`config.mk`:
```
export PLATFORM = sky130hd
export DESIGN_NAME = lsu_stage_flat
export DESIGN_NICKNAME = d
export VERILOG_FILES = /design/src/rtl/lsu_stage_pkg.sv /design/src/rtl/lsu_stage_if.sv /design/src/rtl/lsu_stage_align.sv /design/src/rtl/lsu_stage.sv /design/src/flat_wrapper.sv
export SDC_FILE = /design/constraint.sdc
export NUM_CORES = 1
export LEC_CHECK = 0
export ABC_CLOCK_PERIOD_IN_PS = 6500
export BUFFER_PORTS_ARGS = -buffer_cell sky130_fd_sc_hd__buf_2
export CORE_ASPECT_RATIO = 0.6
export CORE_UTILIZATION = 45
export DETAILED_ROUTE_END_ITERATION = 10
export HOLD_SLACK_MARGIN = 0.02
export PLACE_DENSITY = 0.78
export SKIP_CTS_REPAIR_TIMING = 1
export SYNTH_ARGS = -nofsm -noshare
export SYNTH_HDL_FRONTEND = slang
export SYNTH_SLANG_ARGS = --single-unit
```
`constraint.sdc`:
```
create_clock -name clk -period 6.5 [get_ports clk]
set_clock_uncertainty 0.2 [all_clocks]
set_input_delay 1.3 -clock clk [delete_from_list [all_inputs] [get_ports clk]]
set_output_delay 1.3 -clock clk [all_outputs]
set_load 0.02 [all_outputs]
```
`src/rtl/lsu_stage_pkg.sv`:
```
// Shared types for the load/store stage: EXU/WBU payloads, FSM states,
// memory-access funct3 encodings and a strobe helper.
package lsu_stage_pkg;

    // EXU -> LSU payload (139 bits).
    typedef struct packed {
        logic [31:0] pc_target;
        logic [31:0] exu_result;
        logic [31:0] mem_addr;
        logic [31:0] mem_wdata;
        logic [4:0]  rd_addr;
        logic        reg_wen;
        logic        mem_en;
        logic        mem_wen;
        logic [2:0]  funct3;
    } ex_lsu_t;

    // LSU -> WBU payload (70 bits).
    typedef struct packed {
        logic [31:0] wb_data;
        logic [31:0] pc_target;
        logic [4:0]  rd_addr;
        logic        reg_wen;
    } lsu_wb_t;

    // Fields of an accepted instruction still needed after the request phase.
    typedef struct packed {
        logic [31:0] pc_target;
        logic [31:0] exu_result;
        logic [4:0]  rd_addr;
        logic        reg_wen;
        logic        mem_wen;
        logic [2:0]  funct3;
        logic [1:0]  addr_lo;
    } lsu_ctx_t;

    typedef enum logic [1:0] {
        StIdle,
        StReq,
        StWaitRsp,
        StOut
    } lsu_state_e;

    localparam logic [2:0] LSU_B  = 3'b000;
    localparam logic [2:0] LSU_H  = 3'b001;
    localparam logic [2:0] LSU_W  = 3'b010;
    localparam logic [2:0] LSU_BU = 3'b100;
    localparam logic [2:0] LSU_HU = 3'b101;

    // Unshifted byte strobes for an access size (funct3[1:0]).
    function automatic logic [3:0] lsu_base_strb(input logic [1:0] size);
        logic [3:0] strb;
        case (size)
            2'b00:   strb = 4'b0001;
            2'b01:   strb = 4'b0011;
            2'b10:   strb = 4'b1111;
            default: strb = 4'b0000;
        endcase
        return strb;
    endfunction

endpackage

```
`src/rtl/lsu_stage_if.sv`:
```
// Bundle of the EXU input handshake, WBU output handshake, data-memory port
// and error pulses of the load/store stage.
interface lsu_stage_if
    import lsu_stage_pkg::*;
();

    logic        in_valid;
    logic        in_ready;
    ex_lsu_t     in_payload;

    logic        out_valid;
    logic        out_ready;
    lsu_wb_t     out_payload;

    logic        mem_req_valid;
    logic        mem_req_ready;
    logic        mem_req_wen;
    logic [31:0] mem_req_addr;
    logic [31:0] mem_req_wdata;
    logic [3:0]  mem_req_wstrb;
    logic        mem_rsp_valid;
    logic [31:0] mem_rsp_rdata;

    logic        err_misalign;
    logic        err_bus;

    // The LSU side.
    modport slave (
        input  in_valid, in_payload, out_ready, mem_req_ready, mem_rsp_valid, mem_rsp_rdata,
        output in_ready, out_valid, out_payload, mem_req_valid, mem_req_wen, mem_req_addr,
        output mem_req_wdata, mem_req_wstrb, err_misalign, err_bus
    );

    // The surrounding pipeline and memory.
    modport master (
        output in_valid, in_payload, out_ready, mem_req_ready, mem_rsp_valid, mem_rsp_rdata,
        input  in_ready, out_valid, out_payload, mem_req_valid, mem_req_wen, mem_req_addr,
        input  mem_req_wdata, mem_req_wstrb, err_misalign, err_bus
    );

endinterface

```
`src/rtl/lsu_stage_align.sv`:
```
// Combinational byte-lane logic: store strobe/data shifting, load extraction
// with sign/zero extension, and detection of illegal or misaligned accesses.
module lsu_align
    import lsu_stage_pkg::*;
(
    input  logic [2:0]  funct3_i,
    input  logic        is_store_i,
    input  logic [1:0]  addr_lo_i,
    input  logic [31:0] wdata_i,
    input  logic [31:0] rdata_i,
    output logic [3:0]  wstrb_o,
    output logic [31:0] wdata_o,
    output logic [31:0] rdata_o,
    output logic        bad_o
);

    logic [4:0]  lane_shift;
    logic [31:0] rdata_sh;

    assign lane_shift = {addr_lo_i, 3'b000};
    assign rdata_sh   = rdata_i >> lane_shift;

    // Decode legality/alignment and extend the addressed load lanes.
    always_comb begin
        bad_o   = 1'b0;
        rdata_o = 32'h0;
        case (funct3_i)
            LSU_B: begin
                rdata_o = {{24{rdata_sh[7]}}, rdata_sh[7:0]};
            end
            LSU_H: begin
                rdata_o = {{16{rdata_sh[15]}}, rdata_sh[15:0]};
                bad_o   = addr_lo_i[0];
            end
            LSU_W: begin
                rdata_o = rdata_sh;
                bad_o   = |addr_lo_i;
            end
            LSU_BU: begin
                rdata_o = {24'h0, rdata_sh[7:0]};
                bad_o   = is_store_i;
            end
            LSU_HU: begin
                rdata_o = {16'h0, rdata_sh[15:0]};
                bad_o   = is_store_i | addr_lo_i[0];
            end
            default: begin
                bad_o = 1'b1;
            end
        endcase
    end

    // Store lane placement; loads carry no strobes and no data.
    always_comb begin
        wstrb_o = 4'h0;
        wdata_o = 32'h0;
        if (is_store_i) begin
            wstrb_o = lsu_base_strb(funct3_i[1:0]) << addr_lo_i;
            wdata_o = wdata_i << lane_shift;
        end
    end

endmodule

```
`src/rtl/lsu_stage.sv`:
```
// Load/store stage: accepts one EXU payload at a time, runs a single
// outstanding data-memory transaction for loads/stores and hands the result
// to WBU. Non-memory instructions pass straight through.
module lsu_stage
    import lsu_stage_pkg::*;
#(
    parameter int unsigned TIMEOUT_CYCLES = 0
) (
    input logic        clk,
    input logic        rst,
    lsu_stage_if.slave bus
);

    lsu_state_e  state_q, state_d;
    lsu_ctx_t    ctx_q, ctx_d;
    lsu_wb_t     out_q, out_d;
    logic        out_valid_q, out_valid_d;
    logic        req_valid_q, req_valid_d;
    logic        req_wen_q, req_wen_d;
    logic [31:0] req_addr_q, req_addr_d;
    logic [31:0] req_wdata_q, req_wdata_d;
    logic [3:0]  req_wstrb_q, req_wstrb_d;
    logic        err_mis_q, err_mis_d;
    logic        err_bus_q, err_bus_d;
    logic [31:0] tmo_cnt_q, tmo_cnt_d;

    logic        idle;
    logic [2:0]  al_funct3;
    logic        al_store;
    logic [1:0]  al_addr_lo;
    logic [3:0]  al_wstrb;
    logic [31:0] al_wdata;
    logic [31:0] al_rdata;
    logic        al_bad;

    assign idle = (state_q == StIdle);

    // The aligner checks the incoming payload while idle and extracts load
    // data from the latched context while waiting for the response.
    assign al_funct3  = idle ? bus.in_payload.funct3       : ctx_q.funct3;
    assign al_store   = idle ? bus.in_payload.mem_wen      : ctx_q.mem_wen;
    assign al_addr_lo = idle ? bus.in_payload.mem_addr[1:0] : ctx_q.addr_lo;

    lsu_align u_align (
        .funct3_i   (al_funct3),
        .is_store_i (al_store),
        .addr_lo_i  (al_addr_lo),
        .wdata_i    (bus.in_payload.mem_wdata),
        .rdata_i    (bus.mem_rsp_rdata),
        .wstrb_o    (al_wstrb),
        .wdata_o    (al_wdata),
        .rdata_o    (al_rdata),
        .bad_o      (al_bad)
    );

    // FSM next-state and registered-output computation.
    always_comb begin
        state_d     = state_q;
        ctx_d       = ctx_q;
        out_d       = out_q;
        out_valid_d = out_valid_q;
        req_valid_d = req_valid_q;
        req_wen_d   = req_wen_q;
        req_addr_d  = req_addr_q;
        req_wdata_d = req_wdata_q;
        req_wstrb_d = req_wstrb_q;
        err_mis_d   = 1'b0;
        err_bus_d   = 1'b0;
        tmo_cnt_d   = tmo_cnt_q;

        unique case (state_q)
            StIdle: begin
                if (bus.in_valid) begin
                    ctx_d.pc_target  = bus.in_payload.pc_target;
                    ctx_d.exu_result = bus.in_payload.exu_result;
                    ctx_d.rd_addr    = bus.in_payload.rd_addr;
                    ctx_d.reg_wen    = bus.in_payload.reg_wen;
                    ctx_d.mem_wen    = bus.in_payload.mem_wen;
                    ctx_d.funct3     = bus.in_payload.funct3;
                    ctx_d.addr_lo    = bus.in_payload.mem_addr[1:0];
                    out_d.pc_target  = bus.in_payload.pc_target;
                    out_d.rd_addr    = bus.in_payload.rd_addr;
                    if (!bus.in_payload.mem_en) begin
                        out_d.wb_data = bus.in_payload.exu_result;
                        out_d.reg_wen = bus.in_payload.reg_wen;
                        out_valid_d   = 1'b1;
                        state_d       = StOut;
                    end else if (al_bad) begin
                        // Rejected access: no memory traffic, write-back suppressed.
                        out_d.wb_data = 32'h0;
                        out_d.reg_wen = 1'b0;
                        out_valid_d   = 1'b1;
                        err_mis_d     = 1'b1;
                        state_d       = StOut;
                    end else begin
                        req_valid_d = 1'b1;
                        req_wen_d   = bus.in_payload.mem_wen;
                        req_addr_d  = bus.in_payload.mem_addr;
                        req_wdata_d = al_wdata;
                        req_wstrb_d = al_wstrb;
                        state_d     = StReq;
                    end
                end
            end
            StReq: begin
                if (bus.mem_req_ready) begin
                    req_valid_d = 1'b0;
                    tmo_cnt_d   = 32'h0;
                    state_d     = StWaitRsp;
                end
            end
            StWaitRsp: begin
                if (bus.mem_rsp_valid) begin
                    out_d.wb_data = ctx_q.mem_wen ? ctx_q.exu_result : al_rdata;
                    out_d.reg_wen = ctx_q.reg_wen;
                    out_valid_d   = 1'b1;
                    state_d       = StOut;
                end else if (TIMEOUT_CYCLES != 0) begin
                    if (tmo_cnt_q + 32'd1 == TIMEOUT_CYCLES) begin
                        out_d.wb_data = 32'h0;
                        out_d.reg_wen = 1'b0;
                        out_valid_d   = 1'b1;
                        err_bus_d     = 1'b1;
                        state_d       = StOut;
                    end else begin
                        tmo_cnt_d = tmo_cnt_q + 32'd1;
                    end
                end
            end
            StOut: begin
                if (bus.out_ready) begin
                    out_valid_d = 1'b0;
                    state_d     = StIdle;
                end
            end
            default: begin
                state_d = StIdle;
            end
        endcase
    end

    // State and output registers; reset drops any in-flight instruction.
    always_ff @(posedge clk or posedge rst) begin
        if (rst) begin
            state_q     <= StIdle;
            ctx_q       <= '0;
            out_q       <= '0;
            out_valid_q <= 1'b0;
            req_valid_q <= 1'b0;
            req_wen_q   <= 1'b0;
            req_addr_q  <= 32'h0;
            req_wdata_q <= 32'h0;
            req_wstrb_q <= 4'h0;
            err_mis_q   <= 1'b0;
            err_bus_q   <= 1'b0;
            tmo_cnt_q   <= 32'h0;
        end else begin
            state_q     <= state_d;
            ctx_q       <= ctx_d;
            out_q       <= out_d;
            out_valid_q <= out_valid_d;
            req_valid_q <= req_valid_d;
            req_wen_q   <= req_wen_d;
            req_addr_q  <= req_addr_d;
            req_wdata_q <= req_wdata_d;
            req_wstrb_q <= req_wstrb_d;
            err_mis_q   <= err_mis_d;
            err_bus_q   <= err_bus_d;
            tmo_cnt_q   <= tmo_cnt_d;
        end
    end

    assign bus.in_ready      = idle;
    assign bus.out_valid     = out_valid_q;
    assign bus.out_payload   = out_q;
    assign bus.mem_req_valid = req_valid_q;
    assign bus.mem_req_wen   = req_wen_q;
    assign bus.mem_req_addr  = req_addr_q;
    assign bus.mem_req_wdata = req_wdata_q;
    assign bus.mem_req_wstrb = req_wstrb_q;
    assign bus.err_misalign  = err_mis_q;
    assign bus.err_bus       = err_bus_q;

endmodule

```
`src/flat_wrapper.sv`:
```
// flat-port wrapper written by rule: the top's interface ports become plain ports
module lsu_stage_flat import lsu_stage_pkg::*;
#(
    parameter int unsigned TIMEOUT_CYCLES = 0
)
  (clk, rst, bus_in_valid, bus_in_payload, bus_out_ready, bus_mem_req_ready, bus_mem_rsp_valid, bus_mem_rsp_rdata, bus_in_ready, bus_out_valid, bus_out_payload, bus_mem_req_valid, bus_mem_req_wen, bus_mem_req_addr, bus_mem_req_wdata, bus_mem_req_wstrb, bus_err_misalign, bus_err_bus);
  lsu_stage_if bus_i ();
  input logic clk;
  input logic rst;
  input wire logic [$bits(bus_i.in_valid)-1:0] bus_in_valid;
  input wire logic [$bits(bus_i.in_payload)-1:0] bus_in_payload;
  input wire logic [$bits(bus_i.out_ready)-1:0] bus_out_ready;
  input wire logic [$bits(bus_i.mem_req_ready)-1:0] bus_mem_req_ready;
  input wire logic [$bits(bus_i.mem_rsp_valid)-1:0] bus_mem_rsp_valid;
  input wire logic [$bits(bus_i.mem_rsp_rdata)-1:0] bus_mem_rsp_rdata;
  output wire logic [$bits(bus_i.in_ready)-1:0] bus_in_ready;
  output wire logic [$bits(bus_i.out_valid)-1:0] bus_out_valid;
  output wire logic [$bits(bus_i.out_payload)-1:0] bus_out_payload;
  output wire logic [$bits(bus_i.mem_req_valid)-1:0] bus_mem_req_valid;
  output wire logic [$bits(bus_i.mem_req_wen)-1:0] bus_mem_req_wen;
  output wire logic [$bits(bus_i.mem_req_addr)-1:0] bus_mem_req_addr;
  output wire logic [$bits(bus_i.mem_req_wdata)-1:0] bus_mem_req_wdata;
  output wire logic [$bits(bus_i.mem_req_wstrb)-1:0] bus_mem_req_wstrb;
  output wire logic [$bits(bus_i.err_misalign)-1:0] bus_err_misalign;
  output wire logic [$bits(bus_i.err_bus)-1:0] bus_err_bus;
  assign bus_i.in_valid = bus_in_valid;
  assign bus_i.in_payload = bus_in_payload;
  assign bus_i.out_ready = bus_out_ready;
  assign bus_i.mem_req_ready = bus_mem_req_ready;
  assign bus_i.mem_rsp_valid = bus_mem_rsp_valid;
  assign bus_i.mem_rsp_rdata = bus_mem_rsp_rdata;
  assign bus_in_ready = bus_i.in_ready;
  assign bus_out_valid = bus_i.out_valid;
  assign bus_out_payload = bus_i.out_payload;
  assign bus_mem_req_valid = bus_i.mem_req_valid;
  assign bus_mem_req_wen = bus_i.mem_req_wen;
  assign bus_mem_req_addr = bus_i.mem_req_addr;
  assign bus_mem_req_wdata = bus_i.mem_req_wdata;
  assign bus_mem_req_wstrb = bus_i.mem_req_wstrb;
  assign bus_err_misalign = bus_i.err_misalign;
  assign bus_err_bus = bus_i.err_bus;
  lsu_stage #(.TIMEOUT_CYCLES(TIMEOUT_CYCLES)) u_core (.clk(clk), .rst(rst), .bus(bus_i));
endmodule
```
==> flow_summary.json, run 1 <==
{
  "clkTransAtPathRegs_ns": 0.07,
  "final.setup.worst_slack_ns": 1.45,
  "clock_path_buffers": 2,
  "synth_edf_count": 0,
  "hold_viol": 0,
  "slew_headroom": 0.273,
  "placed_area_um2": 10700,
  "dominantRegCellSynth": "dfrtp_1",
  "async_reset_ff_frac": 1.00,
  "p_leak_uw": 0.00557,
  "die_y_um": 111,
  "io_pins": 321,
  "syn_inst": 838,
  "outcome": "finished clean",
  "period_minus_slack_ns": 5.05,
  "wl_per_cell_um": 19.2,
  "viasPerCell": 5.52,
  "rsz0062_at_grt": "no",
  "synth_area_leader_cell": "dfrtp_1",
  "path_buf_inv": 3,
  "synth_area_um2": 8990,
  "drtIter0Drc": 564,
  "path_class": "reg2reg",
  "ir_drop_mv": 0.348,
  "antenna_found_initial": 4,
  "fin_nets": 1314,
  "setup_viol_count_final": 0,
  "cp_max_fo": 63,
  "place.gp.congestion": 0.850,
  "worstPathRequired_ns": 6.63,
  "vias": 7784,
  "clock_latency_ns": 0.44,
  "period_share": 0.777,
  "p_total_uw": 6630,
  "fin_setup_tns_ns": 0,
  "tritoncts": "done",
  "synth.ff_latch_count": 183,
  "std_cell_rows": 39,
  "path_cells": "inv_1, ha_1, mux2i_1, inv_1, ha_1, a21oi_1, o221a_1, nand4_4, buf_4, o31ai_1",
  "firstDrtPassIters": 7,
  "die_x_um": 184,
  "h-tree-depth": 4,
  "die_area_um2": 20600,
  "fp.coreArea_um2": 19300,
  "synth_seq_area_share": 0.510,
  "synth_top_area_frac": 0.510,
  "crit_path_max_incr_delay_ns": 0.81,
  "area_growth_pct": 26.3,
  "drv_cap": 0,
  "overflow": 0,
  "crit_path_top_delay_cell": "ha_1",
  "grt_pass1_vias": 7719,
  "synth_warnings": 0,
  "crit_path_end_kind": "flip-flop",
  "cts_root_buffer": "clkbuf_16",
  "powerDensity_nw_per_um2": 584,
  "hpwlAfterDp_mm": 19.6,
  "drc_errors": 0,
  "pre_cts_ws_ns": 1.44,
  "crit_family": "compound AO/OA/AOI/OAI gates",
  "grt_usage": 0.265,
  "cts_made_buffers": 17,
  "synth.area.top_cells": "dfrtp_1, mux2_2, nand2_1",
  "avgSynthCellArea_um2": 10.7,
  "startpoint_type": "flip-flop",
  "design_area_um2": 11400,
  "synth.most_common_cell": "dfrtp_1",
  "grt_max_degree": 125,
  "grt_pass1_wl_mm": 41.6,
  "fmax_mhz": 198,
  "totalWireLength_mm": 27.0,
  "yosys.cell_types.count": 45,
  "syn_nets": 1025,
  "final_max_slew_viol_count": 0,
  "arrival_ns": 5.18,
  "tightest_slew_ns": 1.09,
  "cts_sinks": 183,
  "hp-class": "reg2reg",
  "place.port_buffers": 319,
  "ant_nets": 0,
  "start_util": 0.466,
  "final_util": 0.589,
  "yosys-top-cells-count": "dfrtp_1, nand2_1, mux2_2, nor2_1, a21oi_1",
  "drive_gt1_frac": 0.442
}
-- final timing paths --
path                                                       endpoint  depth (start not counted)                                     start  slack [ns]
setup / recovery           u_core.bus.mem_req_wdata[14]$_DFFE_PP0P_                         10             u_core.state_q[0]$_DFFE_PP0P_        1.45
hold / removal             u_core.bus.mem_req_wdata[12]$_DFFE_PP0P_                          2  u_core.bus.mem_req_wdata[12]$_DFFE_PP0P_        0.28
setup reg to reg           u_core.bus.mem_req_wdata[14]$_DFFE_PP0P_                         10             u_core.state_q[0]$_DFFE_PP0P_        1.45
hold reg to reg            u_core.bus.mem_req_wdata[12]$_DFFE_PP0P_                          2  u_core.bus.mem_req_wdata[12]$_DFFE_PP0P_        0.28
max in group asynchronous     u_core.bus.out_payload[6]$_DFFE_PP0P_                          3                                       rst        4.05
min in group asynchronous   u_core.bus.mem_req_addr[31]$_DFFE_PP0P_                          2                                       rst        0.78
-- stage by stage --
stage,std cells,hold slack (ns)
6_report,1409,0.276
5_1_grt,1406,0.310
4_1_cts,1406,0.280
3_5_place_dp,1374,0.265
3_3_place_gp,1374,0.258
2_1_floorplan,838,0.271
-- area by class of cell --
class / instances / area [um2]
antenna: 3 / 7.51
clock buffer: 18 / 439
clock inverter: 14 / 171
fill: 1665 / 7920
inverter: 10 / 45.0
multi-input combinational: 586 / 4100
sequential: 183 / 4580
tap: 266 / 333
timing repair buffer: 329 / 1670
-- cells in the final DEF (no fill, tap or decap), drive strengths merged, types with 9 or more instances in the layout --
cell	synthesis	layout
buf	29	329
inv	10	13
ha	10	10
nand3	11	11
dfrtp	183	183
o31ai	17	17
o211ai	9	9
clkbuf	30	18
mux2	121	121
a22oi	14	14
nor2	54	54
mux2i	24	24
nand2	151	151
o21ai	45	45
a21oi	49	49
-- registers in the layout, summed over array words and instances (netlist names) --
signal / flops
u_core.bus.err_misalign: 1
u_core.bus.mem_req_addr: 32
u_core.bus.mem_req_valid: 1
u_core.bus.mem_req_wdata: 32
u_core.bus.mem_req_wen: 1
u_core.bus.mem_req_wstrb: 4
u_core.bus.out_payload: 70
u_core.bus.out_valid: 1
u_core.ctx_q: 39
u_core.state_q: 2
-- layer usage --
layer,wire length (um),GRT usage
met2,12400,0.420
met3,2690,0.0962
met1,11500,0.343
met5,13,0
met4,401,0.0717
-- cell families (layout without fill, tap and decap cells) --
logic type,count (synthesis),count (layout),synth area share
flops,183,183,0.510
compound gates,194,194,0.152
fa+ha+maj,10,10,0.0139
buf+inv,69,371,0.0369
simple gates,236,236,0.107
mux,145,145,0.180
other cells,1,4,0.000417
-- power by group --
group / internal [uW] / switching [uW]
registers: 1690 / 284
clock network: 618 / 460
logic: 1340 / 2240
-- worst register-to-register path: cells and delay by family (launching register included) --
kind,cells,cell delay (ns)
fa+ha+maj,2,1.05
compound gates,3,1.22
flops,1,0.40
simple gates,1,0.80
mux,1,0.44
buf+inv,3,0.84
Note: power is estimated with default switching activity, not from simulation.
==> run 2, diff against run 1 <==
--- a/config.mk
+++ b/config.mk
@@ -5,7 +5,7 @@
 export SDC_FILE = /design/constraint.sdc
 export NUM_CORES = 1
 export LEC_CHECK = 0
-export ABC_CLOCK_PERIOD_IN_PS = 6500
+export ABC_CLOCK_PERIOD_IN_PS = 4200
 export BUFFER_PORTS_ARGS = -buffer_cell sky130_fd_sc_hd__buf_2
 export CORE_ASPECT_RATIO = 0.6
 export CORE_UTILIZATION = 45
==> constraint.sdc (replaced) <==
create_clock -name clk -period 4.2 [get_ports clk]
set_clock_uncertainty 0.2 [all_clocks]
set_input_delay 0.84 -clock clk [delete_from_list [all_inputs] [get_ports clk]]
set_output_delay 0.84 -clock clk [all_outputs]
set_load 0.02 [all_outputs]
==> run 2 against run 1 <==
  * Register-to-register slack worse by 1.1 ns
  * Worst setup slack worse by 1.1 ns
  * Cell area increased by 0.39%
  * Final cell count rose by 0.35%
  * Combinational power up 56%
  * Worst hold slack is essentially flat
  * Critical path depth is the same
  * Flip-flop and latch count did not move
  * Sequential share of layout area decreased by 0.16 points
  * Die area unchanged
==> flow_summary.json, run 2 (synthesized netlist as in run 1, its figures left out) <==
{
  "hp-class": "reg2reg",
  "placed_area_um2": 10800,
  "cp_max_fo": 13,
  "powerDensity_nw_per_um2": 897,
  "path_buf_inv": 2,
  "clock_path_buffers": 2,
  "grt_pass1_wl_mm": 41.8,
  "vias": 7880,
  "worstReg2RegStart": "u_core.state_q[0]$_DFFE_PP0P_",
  "reg2reg_slack_ns": 0.37,
  "die_area_um2": 20600,
  "grt_pass1_vias": 7497,
  "antenna_found_initial": 3,
  "met2_length_mm": 12.1,
  "crit_path_max_incr_delay_ns": 0.79,
  "period_share": 0.911,
  "io_pins": 321,
  "fin_setup_tns_ns": 0,
  "cts_made_buffers": 17,
  "arrival_ns": 3.98,
  "final_max_slew_viol_count": 0,
  "startpoint_type": "flip-flop",
  "wl_met1_mm": 12.1,
  "ant_nets": 0,
  "top_layer_used": "met5",
  "crit_path_end_kind": "flip-flop",
  "final_common_cell": "buf_2",
  "die_x_um": 184,
  "overflow": 0,
  "worstPathRequired_ns": 4.36,
  "rsz0062_at_grt": "no",
  "area_growth_pct": 26.8,
  "ir_drop_mv": 0.546,
  "period_minus_slack_ns": 3.83,
  "fin_nets": 1322,
  "firstDrtPassIters": 5,
  "holdCritStartpoint": "u_core.bus.mem_req_wdata[31]$_DFFE_PP0P_",
  "path_class": "reg2reg",
  "place.port_buffers": 319,
  "crit_family": "simple AND/OR/NAND/NOR gates",
  "clock_latency_ns": 0.44,
  "crit_path_start": "u_core.state_q[0]$_DFFE_PP0P_",
  "tritoncts": "done",
  "cts_sinks": 183,
  "std_cell_rows": 39,
  "viasPerCell": 5.57,
  "largest_reg_flops": 70,
  "layout_common_cells": "buf_2, dfrtp_1, nand2_1",
  "wl_met3_mm": 2.64,
  "clkTransAtPathRegs_ns": 0.07,
  "crit_path_top_delay_cell": "nor3_1",
  "path_cells": "inv_1, ha_1, mux2i_1, ha_1, inv_1, o21ai_0, nand2b_1, nor3_1, o21ai_0, a31oi_1",
  "slew_headroom": 0.262,
  "start_util": 0.466,
  "hold_viol": 0,
  "setup_viol_count_final": 0,
  "cts_root_buffer": "clkbuf_16",
  "drv_cap": 0,
  "h-tree-depth": 4,
  "p_leak_uw": 0.00561,
  "place.gp.congestion": 0.901,
  "wl_per_cell_um": 19.3,
  "tightest_slew_ns": 1.08,
  "drtIter0Drc": 757,
  "die_y_um": 111,
  "fmax_mhz": 261,
  "hpwlAfterDp_mm": 19.7,
  "fp.coreArea_um2": 19300,
  "design_area_um2": 11400,
  "outcome": "finished clean",
  "totalWireLength_mm": 27.3,
  "n_fill_cell": 1657,
  "grt_usage": 0.268,
  "drive_gt1_frac": 0.445,
  "drc_errors": 0,
  "grt_max_degree": 106
}
-- run 2: cell types whose count changed in the layout (fill, tap and decap cells not counted), sizes merged --
| cell | change |
|---|---|
| buf | +8 |
| clkbuf | +3 |
| bufinv | -2 |
| diode | -2 |
| clkinv | -1 |
| inv | -1 |
-- run 2: worst reg2reg max path: cells and delay by family, from the launching register on --
kind                       cells  cell delay, ns
and+or+nand+nor                2            1.12
adders and majority gates      2            0.71
AOI/OAI and AO/OA              3            0.70
muxes                          1            0.41
DFF                            1            0.40
buffers and inverters          2            0.20
-- run 2: worst paths after layout --
check,to,cells after the start
worst max register to register,u_core.bus.out_payload[51]$_DFFE_PP0P_,10
min in group asynchronous,u_core.bus.mem_req_addr[8]$_DFFE_PP0P_,2
worst min register to register,u_core.bus.mem_req_wdata[31]$_DFFE_PP0P_,2
worst min-delay path,u_core.bus.mem_req_wdata[31]$_DFFE_PP0P_,2
worst max-delay path,u_core.bus.out_payload[51]$_DFFE_PP0P_,10
max in group asynchronous,u_core.bus.mem_req_wdata[1]$_DFFE_PP0P_,3
-- run 2: per-layer routing --
layer,global-route usage,vias up
li1,-,3586
met1,0.378,3820
met2,0.401,422
met3,0.0736,48
met4,0.0811,4
met5,0,-
-- run 2: report_power, final --
| group | switching, uW | total, uW | internal (uW) |
|---|---|---|---|
| Combinational | 3470 | 5580 | 2110 |
| Clock | 714 | 1580 | 865 |
| Sequential | 449 | 3070 | 2620 |
-- run 2: area by class of cell --
cell class                 instances  area [um2]  area share
antenna                            1        2.50    0.000220
clock buffer                      21         470      0.0413
clock inverter                    10        95.1     0.00835
inverter                          10        41.3     0.00362
multi-input combinational        586        4100       0.360
sequential                       183        4580       0.402
tap                              266         333      0.0292
timing repair buffer             337        1770       0.155
-- run 2: through the flow --
| stage | hold WS (ns) | util | setup WS [ns] | std cells | power [uW] |
|---|---|---|---|---|---|
| after floorplan | 0.271 | - | 0.797 | 838 | 6930 |
| after global placement | 0.258 | 0.562 | 0.713 | 1382 | 8440 |
| after detailed placement | 0.267 | 0.562 | 0.471 | 1382 | 8610 |
| after CTS | 0.283 | 0.591 | 0.417 | 1413 | 10200 |
| after global routing | 0.303 | 0.591 | 0.0545 | 1413 | 10800 |
| final | 0.276 | 0.591 | 0.373 | 1414 | 10200 |
==> run 3, diff against run 2 <==
--- a/config.mk
+++ b/config.mk
@@ -8,11 +8,12 @@
 export ABC_CLOCK_PERIOD_IN_PS = 4200
 export BUFFER_PORTS_ARGS = -buffer_cell sky130_fd_sc_hd__buf_2
 export CORE_ASPECT_RATIO = 0.6
-export CORE_UTILIZATION = 45
+export CORE_UTILIZATION = 46
 export DETAILED_ROUTE_END_ITERATION = 10
 export HOLD_SLACK_MARGIN = 0.02
-export PLACE_DENSITY = 0.78
+export PLACE_DENSITY = 0.79
 export SKIP_CTS_REPAIR_TIMING = 1
 export SYNTH_ARGS = -nofsm -noshare
 export SYNTH_HDL_FRONTEND = slang
+export SYNTH_HIERARCHICAL = 1
 export SYNTH_SLANG_ARGS = --single-unit
==> constraint.sdc (replaced) <==
create_clock -name clk -period 4.2 [get_ports clk]
set_clock_uncertainty 0.2 [all_clocks]
set_input_delay 1.26 -clock clk [delete_from_list [all_inputs] [get_ports clk]]
set_output_delay 1.26 -clock clk [all_outputs]
set_load 0.02 [all_outputs]
==> run 3 against run 2 <==
  * Largest power group unchanged
  * Worst setup slack improved by 0.059 ns
  * First-iteration DRC count is 36% lower
  * Wire length fell by 4.5%
  * Final cell count decreased by 5.2%
  * Largest cell class unchanged
  * Via count decreased by 8.4%
==> flow_summary.json, run 3 <==
{
  "arrival_ns": 3.89,
  "path_cells": "inv_1, ha_1, mux2_2, ha_1, nor2b_1, nor3_1, a211oi_1, mux2i_1, o21ai_0, mux2_2",
  "synth_area_um2": 9320,
  "firstDrtPassIters": 5,
  "outcome": "finished clean",
  "cp_max_fo": 8,
  "synth_fa_ha_area_frac": 0.0134,
  "rsz0062_at_grt": "no",
  "design_area_um2": 11800,
  "fin_setup_tns_ns": 0,
  "start_util": 0.480,
  "drtIter0Drc": 483,
  "area_growth_pct": 26.7,
  "placed_area_um2": 11200,
  "hold_ws_ns": 0.290,
  "antenna_found_initial": 3,
  "place.gp.congestion": 0.869,
  "synth_warnings": 6,
  "crit_path_max_incr_delay_ns": 0.87,
  "cts_sinks": 183,
  "period_minus_slack_ns": 3.77,
  "path_buf_inv": 1,
  "hp-class": "reg2reg",
  "std_cell_rows": 39,
  "grt_pass1_wl_mm": 40.1,
  "path_class": "reg2reg",
  "vias": 7216,
  "synthMuxAreaShare": 0.309,
  "grt_max_degree": 123,
  "synth_area_leader_cell": "dfrtp_1",
  "cts_root_buffer": "clkbuf_16",
  "ant_nets": 0,
  "drc_errors": 0,
  "synth.most_common_cell": "mux2_2",
  "final_util": 0.608,
  "final_max_slew_viol_count": 0,
  "startpoint_type": "flip-flop",
  "largest_reg_flops": 70,
  "clock_latency_ns": 0.43,
  "period_share": 0.897,
  "synth_seq_area_share": 0.491,
  "synth_edf_count": 0,
  "viasPerCell": 5.38,
  "powerDensity_nw_per_um2": 825,
  "p_total_uw": 9740,
  "clkTransAtPathRegs_ns": 0.07,
  "hpwlAfterDp_mm": 19.3,
  "overflow": 0,
  "worstPathRequired_ns": 4.33,
  "r2r_cells": 10,
  "ir_drop_mv": 0.509,
  "die_area_um2": 20900,
  "h-tree-depth": 4,
  "grt_usage": 0.256,
  "synth_top_area_frac": 0.491,
  "synthSimpleGateAreaFrac": 0.0719,
  "crit_cells": 10,
  "avgSynthCellArea_um2": 12.4,
  "final_common_cell": "buf_2",
  "synth_top_family_by_area": "multiplexers",
  "layout_common_cells": "buf_2, mux2_2, dfrtp_1",
  "n_fill_cell": 1645,
  "tightest_slew_ns": 1.12,
  "crit_path_top_delay_cell": "nor3_1",
  "synth.area.top_cells": "dfrtp_1, mux2_2, mux2i_1",
  "crit_family": "simple AND/OR/NAND/NOR gates",
  "fmax_mhz": 265,
  "cts_made_buffers": 17,
  "totalWireLength_mm": 26.1,
  "syn_inst": 753,
  "wl_per_cell_um": 19.5,
  "fin_nets": 1247,
  "drive_gt1_frac": 0.552,
  "die_x_um": 186,
  "async_reset_ff_frac": 1.00,
  "dominantRegCellSynth": "dfrtp_1",
  "die_y_um": 112,
  "synth-compound-area-share": 0.0772,
  "crit_path_end_kind": "flip-flop",
  "p_leak_uw": 0.00610,
  "drv_cap": 0,
  "yosys-top-cells-count": "mux2_2, dfrtp_1, mux2i_1, nand2_1, o21ai_0",
  "fp.coreArea_um2": 19400,
  "clock_path_buffers": 2,
  "synth_xor_area_frac": 0,
  "yosys.cell_types.count": 45,
  "syn_nets": 940,
  "tritoncts": "done",
  "place.port_buffers": 319,
  "slew_headroom": 0.245,
  "io_pins": 321,
  "hold_viol": 0,
  "setup_viol_count_final": 0,
  "synth.ff_latch_count": 183,
  "hold_depth": 1,
  "grt_pass1_vias": 7159
}
## run 3: power by group
| part | leakage (uW) | internal (uW) | switching (uW) |
|---|---|---|---|
| combinational | 0.00351 | 2220 | 2950 |
| sequential | 0.00230 | 2530 | 372 |
| clock | 0.000291 | 930 | 742 |
## run 3: final cells by class
type | count | area [um2] | share of cell area
Timing Repair Buffer | 341 | 1810 | 0.153
Antenna cell | 2 | 5.00 | 0.000424
Inverter | 12 | 48.8 | 0.00413
Clock inverter | 12 | 156 | 0.0132
Multi-Input combinational cell | 505 | 4420 | 0.374
Tap cell | 266 | 333 | 0.0282
Sequential cell | 183 | 4580 | 0.388
Clock buffer | 20 | 457 | 0.0387
## run 3: kinds of logic after synthesis
kind of cell | Yosys count
AO/OA/AOI/OAI | 104
adder cells (fa/ha/maj) | 10
buffers and inverters | 65
flip-flops | 183
multiplexers | 263
other | 1
AND/OR/NAND/NOR | 127
## run 3: worst paths after layout
| check | startpoint | end | slack, ns |
|---|---|---|---|
| worst min-delay path | u_core/bus.out_payload[0]$_DFFE_PP0P_ | u_core/bus.out_payload[0]$_DFFE_PP0P_ | 0.29 |
| worst min register to register | u_core/bus.out_payload[0]$_DFFE_PP0P_ | u_core/bus.out_payload[0]$_DFFE_PP0P_ | 0.29 |
| worst max-delay path | u_core/state_q[0]$_DFFE_PP0P_ | u_core/bus.out_payload[39]$_DFFE_PP0P_ | 0.43 |
| worst max register to register | u_core/state_q[0]$_DFFE_PP0P_ | u_core/bus.out_payload[39]$_DFFE_PP0P_ | 0.43 |
| max in group asynchronous | rst | u_core/bus.mem_req_addr[13]$_DFFE_PP0P_ | 2.39 |
| min in group asynchronous | rst | u_core/bus.mem_req_wdata[20]$_DFFE_PP0P_ | 0.51 |
## run 3: worst register-to-register path: stages (launching register included)
cell and delay [ns]:
dfrtp_1 0.43, inv_1 0.15, ha_1 0.35, mux2_2 0.41
ha_1 0.23, nor2b_1 0.17, nor3_1 0.87, a211oi_1 0.27
mux2i_1 0.22, o21ai_0 0.09, mux2_2 0.27
## run 3: stage by stage
step / worst slack, ns / std cells
after floorplan: 0.389 / 753
after detailed placement: 0.233 / 1307
after global routing: 0.253 / 1339
after global placement: 0.281 / 1307
final: 0.432 / 1341
after CTS: 0.547 / 1339
## run 3: per-layer routing
metal / routed length [um] / track usage
met3: 2010 / 0.0730
met5: 27 / 0
met2: 11600 / 0.385
met1: 12200 / 0.362
met4: 272 / 0.0678
